$ cat src/rtl/fetch_sequencer.sv
// fetch_sequencer: phase counter, instruction register, program counter,
// halt latch and retired-instruction counter for the 8-phase accumulator CPU.
// The decoder strobes (sel, ld_ir, inc_pc, ld_pc, halt) are applied on the
// next rising edge. The memory address mux is purely combinational.
//
// Mode table:
//   state        | meaning
//   MODE_RUN     | phases advance on every enabled edge
//   MODE_HALTED  | all state frozen, left only through rst
module fetch_sequencer #(
  parameter int AWIDTH = 5,
  parameter int CWIDTH = 16
) (
  input  logic              clk,
  input  logic              rst,
  input  logic              enable,
  input  logic [AWIDTH+2:0] data_in,
  input  logic              sel,
  input  logic              ld_ir,
  input  logic              inc_pc,
  input  logic              ld_pc,
  input  logic              halt,
  output logic [2:0]        ph,
  output logic [2:0]        op,
  output logic [AWIDTH-1:0] ir_addr,
  output logic [AWIDTH-1:0] pc,
  output logic [AWIDTH-1:0] addr,
  output logic              halted,
  output logic [CWIDTH-1:0] instr_cnt
);

  localparam int IWIDTH = AWIDTH + 3;
  localparam logic [AWIDTH-1:0] PC_ONE  = AWIDTH'(1);
  localparam logic [CWIDTH-1:0] CNT_ONE = CWIDTH'(1);
  localparam logic [CWIDTH-1:0] CNT_MAX = {CWIDTH{1'b1}};

  typedef enum logic {
    MODE_RUN    = 1'b0,
    MODE_HALTED = 1'b1
  } mode_t;

  mode_t             mode_q, mode_d;
  logic [2:0]        ph_q, ph_d;
  logic [IWIDTH-1:0] ir_q, ir_d;
  logic [AWIDTH-1:0] pc_q, pc_d;
  logic [CWIDTH-1:0] cnt_q, cnt_d;

  // State register; reset clears everything immediately.
  always_ff @(posedge clk or posedge rst) begin
    if (rst) begin
      mode_q <= MODE_RUN;
      ph_q   <= 3'd0;
      ir_q   <= '0;
      pc_q   <= '0;
      cnt_q  <= '0;
    end else begin
      mode_q <= mode_d;
      ph_q   <= ph_d;
      ir_q   <= ir_d;
      pc_q   <= pc_d;
      cnt_q  <= cnt_d;
    end
  end

  // Next-state logic: halt wins over every other strobe on its edge, and
  // nothing moves on a stalled edge or once halted.
  always_comb begin
    mode_d = mode_q;
    ph_d   = ph_q;
    ir_d   = ir_q;
    pc_d   = pc_q;
    cnt_d  = cnt_q;
    case (mode_q)
      MODE_RUN: begin
        if (enable) begin
          if (halt) begin
            mode_d = MODE_HALTED;
          end else begin
            ph_d = ph_q + 3'd1;
            if (ld_ir) begin
              ir_d = data_in;
            end
            if (ld_pc) begin
              pc_d = ir_q[AWIDTH-1:0];
            end else if (inc_pc) begin
              pc_d = pc_q + PC_ONE;
            end
            // The 7 -> 0 wrap retires one instruction; the count saturates.
            if ((ph_q == 3'd7) && (cnt_q != CNT_MAX)) begin
              cnt_d = cnt_q + CNT_ONE;
            end
          end
        end
      end
      MODE_HALTED: begin
        mode_d = MODE_HALTED;
      end
      default: begin
        mode_d = MODE_HALTED;
      end
    endcase
  end

  // Output decode and the live address mux.
  always_comb begin
    ph        = ph_q;
    op        = ir_q[IWIDTH-1:AWIDTH];
    ir_addr   = ir_q[AWIDTH-1:0];
    pc        = pc_q;
    halted    = (mode_q == MODE_HALTED);
    instr_cnt = cnt_q;
    addr      = sel ? pc_q : ir_q[AWIDTH-1:0];
  end

endmodule

$ cat config.mk
export PLATFORM = sky130hd
export DESIGN_NAME = fetch_sequencer
export DESIGN_NICKNAME = d
export VERILOG_FILES = /design/src/rtl/fetch_sequencer.sv
export SDC_FILE = /design/constraint.sdc
export NUM_CORES = 1
export LEC_CHECK = 0
export CAP_MARGIN = 0
export CORE_AREA = 5 5 66 68
export CTS_CLUSTER_DIAMETER = 60
export DETAILED_ROUTE_END_ITERATION = 12
export DIE_AREA = 0 0 71 73
export HOLD_SLACK_MARGIN = 0.02
export PLACE_DENSITY_LB_ADDON = 0.15
export SETUP_SLACK_MARGIN = 0.15
export SYNTH_ARGS = -nofsm -noshare
export SYNTH_HDL_FRONTEND = slang
export SYNTH_SLANG_ARGS = --single-unit
$ cat constraint.sdc
create_clock -name clk -period 2.05 [get_ports clk]
set_input_delay 0.41 -clock clk [delete_from_list [all_inputs] [get_ports clk]]
set_output_delay 0.41 -clock clk [all_outputs]
set_load 0.1 [all_outputs]
# Yosys cells after proc, flatten, opt, wreduce, memory -nomap -nowiden
# Cells that the tools add are included.
# totals
ff_bits	33
in_bits	16
output_inout_bits	38
wordCells	24
# classes
addsub	3
n_eq_ne	2
mux	6
bitwise_logic	2
n_reduce_logical	6
# ops
operator	n
16-bit by 1-bit adder with 16-bit output, second input constant	1
16-bit != test, second input constant	1
5-bit two-way mux	3
4-bit AND reduction	3
5-bit by 1-bit adder with 5-bit output, second input constant	1
3-bit by 1-bit adder with 3-bit output, second input constant	1
3-bit == test, second input constant	1
3-bit AND reduction	1
1-bit two-way mux	2
1-bit NOT	2
1-bit one-hot mux with 2 select lines	1
2-bit nonzero test	1
1-bit logical AND	1

# Logic depth before layout (Yosys ltp)
# depth
word_depth	3
mapped_depth	7
ltp_nobuf	6

# Least setup slack after synthesis
# OpenSTA, ideal clock, no wires.
# synth_path
path_kind	reg2reg
from	register ph_q[0], in the netlist ph[0]
to	register cnt_q[13], in the netlist instr_cnt[13]
setup_ps	163
arrival_time_ps	2337
required_ps	1887
path_slack_ps	-450
stages_incl_launch_ff	8
n_path_buf	1
synth_period_minus_slack_ps	2500
path_cell_list	dfrtp_1 > ha_1 > ha_1 > nand4bb_1 > buf_2 > or4_4 > nor3_2 > xor2_1
# synth_between
elab_chain_len	3
# synth_rtl
element	line_no	source
from (decl)	43	logic [2:0] ph_q, ph_d;
from (signal assigned)	58	ph_q <= ph_d;
3-bit == test	89	if ((ph_q == 3'd7) && (cnt_q != CNT_MAX)) begin
1-bit logical AND	89	
4-bit AND reduction (no source line)	n/a	
to (signal assigned)	61	cnt_q <= cnt_d;
to (decl)	46	logic [CWIDTH-1:0] cnt_q, cnt_d;
# No other way between the ends.
# A chain may end at the register's enable or synchronous reset.

# Worst setup path after layout
# layout_path
from	register cnt_q[0], in the netlist instr_cnt[0]
to	register cnt_q[1], in the netlist instr_cnt[1]
# layout_between
elab_chain_len	3
word_cells_on_any_way	4
cone_classes	add/sub: 1; eq/ne: 1; reduce/logical: 2
# layout_rtl
element
branches (longest 3 deep; another with 16-bit by 1-bit adder with 16-bit output)
# Parallel ways; which one is timed is not known.

==> results.yml <==
outcome:
  status: "complete, no violations"
worst_setup_path:
  rr_worst_depth: 6
  reg2reg_slack_ps: 270
  worstPathArrival_ps: 1940
  r2r-start: "instr_cnt[0]"
  worstSetupPathType: "register to register"
  r2r_end: "instr_cnt[1]"
  crit_required_ps: 2210
  crit_fanout: 9
  critPathLaunchType: "register"
  cp_cell_sequence: "ha_1 > nand3_1 > nor4_2 > buf_4 > nor2_1 > mux2_1"
  crit_start: "instr_cnt[0]"
  critPathMaxStageDelay_ps: 500
  cp_slowest_cell: "dfrtp_4"
  crit_path_end_kind: "register"
routing:
  drt_iter0_drc: 79
  ant_nets: 0
  vias: 1344
  first_pass_iters: 4
  drt-wirelength-per-cell_um: 15.5
  vias_per_cell: 5.29
  totalWireLength_um: 3950
  drc: 0
min_path:
  holdPathStages: 1
  worstHoldStart: "instr_cnt[14]"
  min_to: "instr_cnt[14]"
  hold_path.class: "register to register"
finish:
  diodes: 0
  area_growth_pct: 48.8
  drive_gt1_share_pct: 52.5
  nets: 223
  instances_no_fill: 254
synthesis:
  synth_edf_count: 0
  synthTopCellsByArea: "dfrtp_1 (51%), mux2_2 (10%), xor2_1 (7.6%), ha_1 (3.1%), nand3_1 (2.5%)"
  synth_nets: 160
  synth_most_common_cell: "dfrtp_1"
  yosysTopAreaCellShare_pct: 51.1
  yosysTopAreaCell: "dfrtp_1"
  synthDistinctLibCells: 37
  yosysSeqAreaShare_pct: 51.1
  ys_async_sr_fraction_pct: 100
  synth_ff_type: "dfrtp_1"
  syn_avg_cell_area_um2: 11.5
  netlist_top_cells_count: "dfrtp_1 (33), mux2_2 (15), xor2_1 (14)"
  yosysWarningCount: 0
  synthCells: 140
  ys_seq_elements: 33
  syn_area_um2: 1620
global_routing:
  grt_max_degree: 34
  grt_pass1_vias: 1442
  gr-usage-all-layers_pct: 16.5
  grt_antenna_before_repair: 0
  grt_first_pass_wirelength_um: 6760
  grt_overflow_total: 0
die:
  die_h_um: 73
  ioPinCount: 54
  die_w_um: 71
  rows: 23
  start_util_pct: 42.6
  die_area_um2: 5180
  coreArea_um2: 3800
placed_design:
  io_buffers: 53
  place_inst: 246
  place_ws_ps: -28.8
  gp_congestion: 0.817
  dp_hpwl_um: 3090
clock_tree:
  clk_pin_slew_worst_paths_ps: 70
  htreeDepth: 2
  tritoncts: "yes"
  ctsRootBufferMaster: "clkbuf_8"
  clk_latency_ps: 280
  clkSinkCount: 33
  cts_setup_buffers: 0
  ctsLongestPathBuffers: 2
  ctsHoldBuffers: 0
  numCtsBuffers: 5
run:
  cap_violations: 0
power:
  combinationalPowerShare_pct: 34.2
  seqPwrFrac_pct: 38.6
  power_density_nw_per_um2: 817
  switching_share_pct: 39.3
  p_switching_mw: 0.774
  clock_power_share_pct: 27.2
  leakage_nw: 1.12
  internal_power_mw: 1.19
  peakVddDrop_mv: 0.463
timing:
  skew_ps: 3.75
  relSlewSlack_pct: 61.4
  setup_ws_ps: 268
  finalSetupViolations: 0
  fin_crit_ps: 1780
  rsz0062_at_grt: "no"
  hold_viol_final: 0
  tightest_slew_ps: 575
  fmax_ghz: 0.561
  slew_viol_final: 0
  period_share_pct: 86.9
## cell usage in the layout, fill, tap and decap left out, types with 2 or more instances in the layout
cell type         n
a21oi_1           2
and3_1            2
buf_12            6
buf_4            39
clkbuf_8          7
clkdlybuf4s50_1  14
dfrtp_1           3
dfrtp_2          23
dfrtp_4           7
ha_1              2
ha_4              2
inv_1             3
mux2_2           15
mux2i_1           2
nand2_1           6
nand3_1           8
nand4_1           4
nor2_1            5
nor3_1            6
nor3_2            2
nor4_1            3
o21ai_0           6
xnor2_1           2
xor2_1           14
## cell families (layout without fill, tap and decap cells)
family | after synthesis | after routing | synth area share, %
mux | 18 | 18 | 12.4
flops | 33 | 33 | 51.1
simple gates | 48 | 48 | 17.9
compound gates | 14 | 14 | 5.03
buf+inv | 7 | 71 | 1.86
xor+xnor | 16 | 16 | 8.67
fa+ha+maj | 4 | 4 | 3.10
## state kept, by name (all words and copies together), names as in the netlist
register   cells
ir_q           8
ph             3
pc             5
instr_cnt     16
halted         1
## cell type report
type | count | area, um^2
clock buffer | 7 | 96.3
clock inverter | 1 | 5.00
fill | 314 | 1390
inverter | 3 | 11.3
multi-input combinational | 100 | 788
sequential | 33 | 881
tap | 50 | 62.6
timing repair buffer | 60 | 562
## power by group through the flow
stage               Clock [mW]  Sequential (mW)  Combinational [mW]
CTS                      0.552            0.759               0.679
global placement             0            0.768               0.666
detailed placement           0            0.773               0.678
global route             0.584            0.767               0.699
floorplan                    0             1.07               0.177
finish                   0.535            0.759               0.673
## routing by layer
layer  vias up  routed length (um)  GRT usage, %
met2        44                2120          29.6
met4         0                  64          5.85
li1        629                   -             -
met3         9                 245          5.79
met1       662                1510          18.0
met5         -                   0             0
## what timing repair did
action	in CTS	in global routing
pin swaps	0	1
resized for setup	1	0
setup endpoints to repair	5	1
## critical path, delay by kind of cell, from the launching register on
family	cells	cell delay, ps
fa+ha+maj	1	220
buf+inv	1	170
flops	1	500
mux	1	340
simple gates	3	430
## worst max-delay path by stage
stage and endpoint:
2_1_floorplan instr_cnt[15], 3_3_place_gp instr_cnt[15], 3_5_place_dp pc[2], 4_1_cts instr_cnt[1], 5_1_grt pc[3], 6_report instr_cnt[1]
## metrics by stage
stage	utilization (%)	TNS (ps)	hold slack [ps]	power (mW)	area, um^2
floorplan	-	0	527	1.25	1710
finish	63.3	0	481	1.97	2410
CTS	63.3	0	480	1.99	2410
global placement	60.7	0	472	1.43	2310
detailed placement	60.7	-30.0	471	1.45	2310
global route	63.3	0	505	2.05	2410
Note: power is estimated with default switching activity, not from simulation.
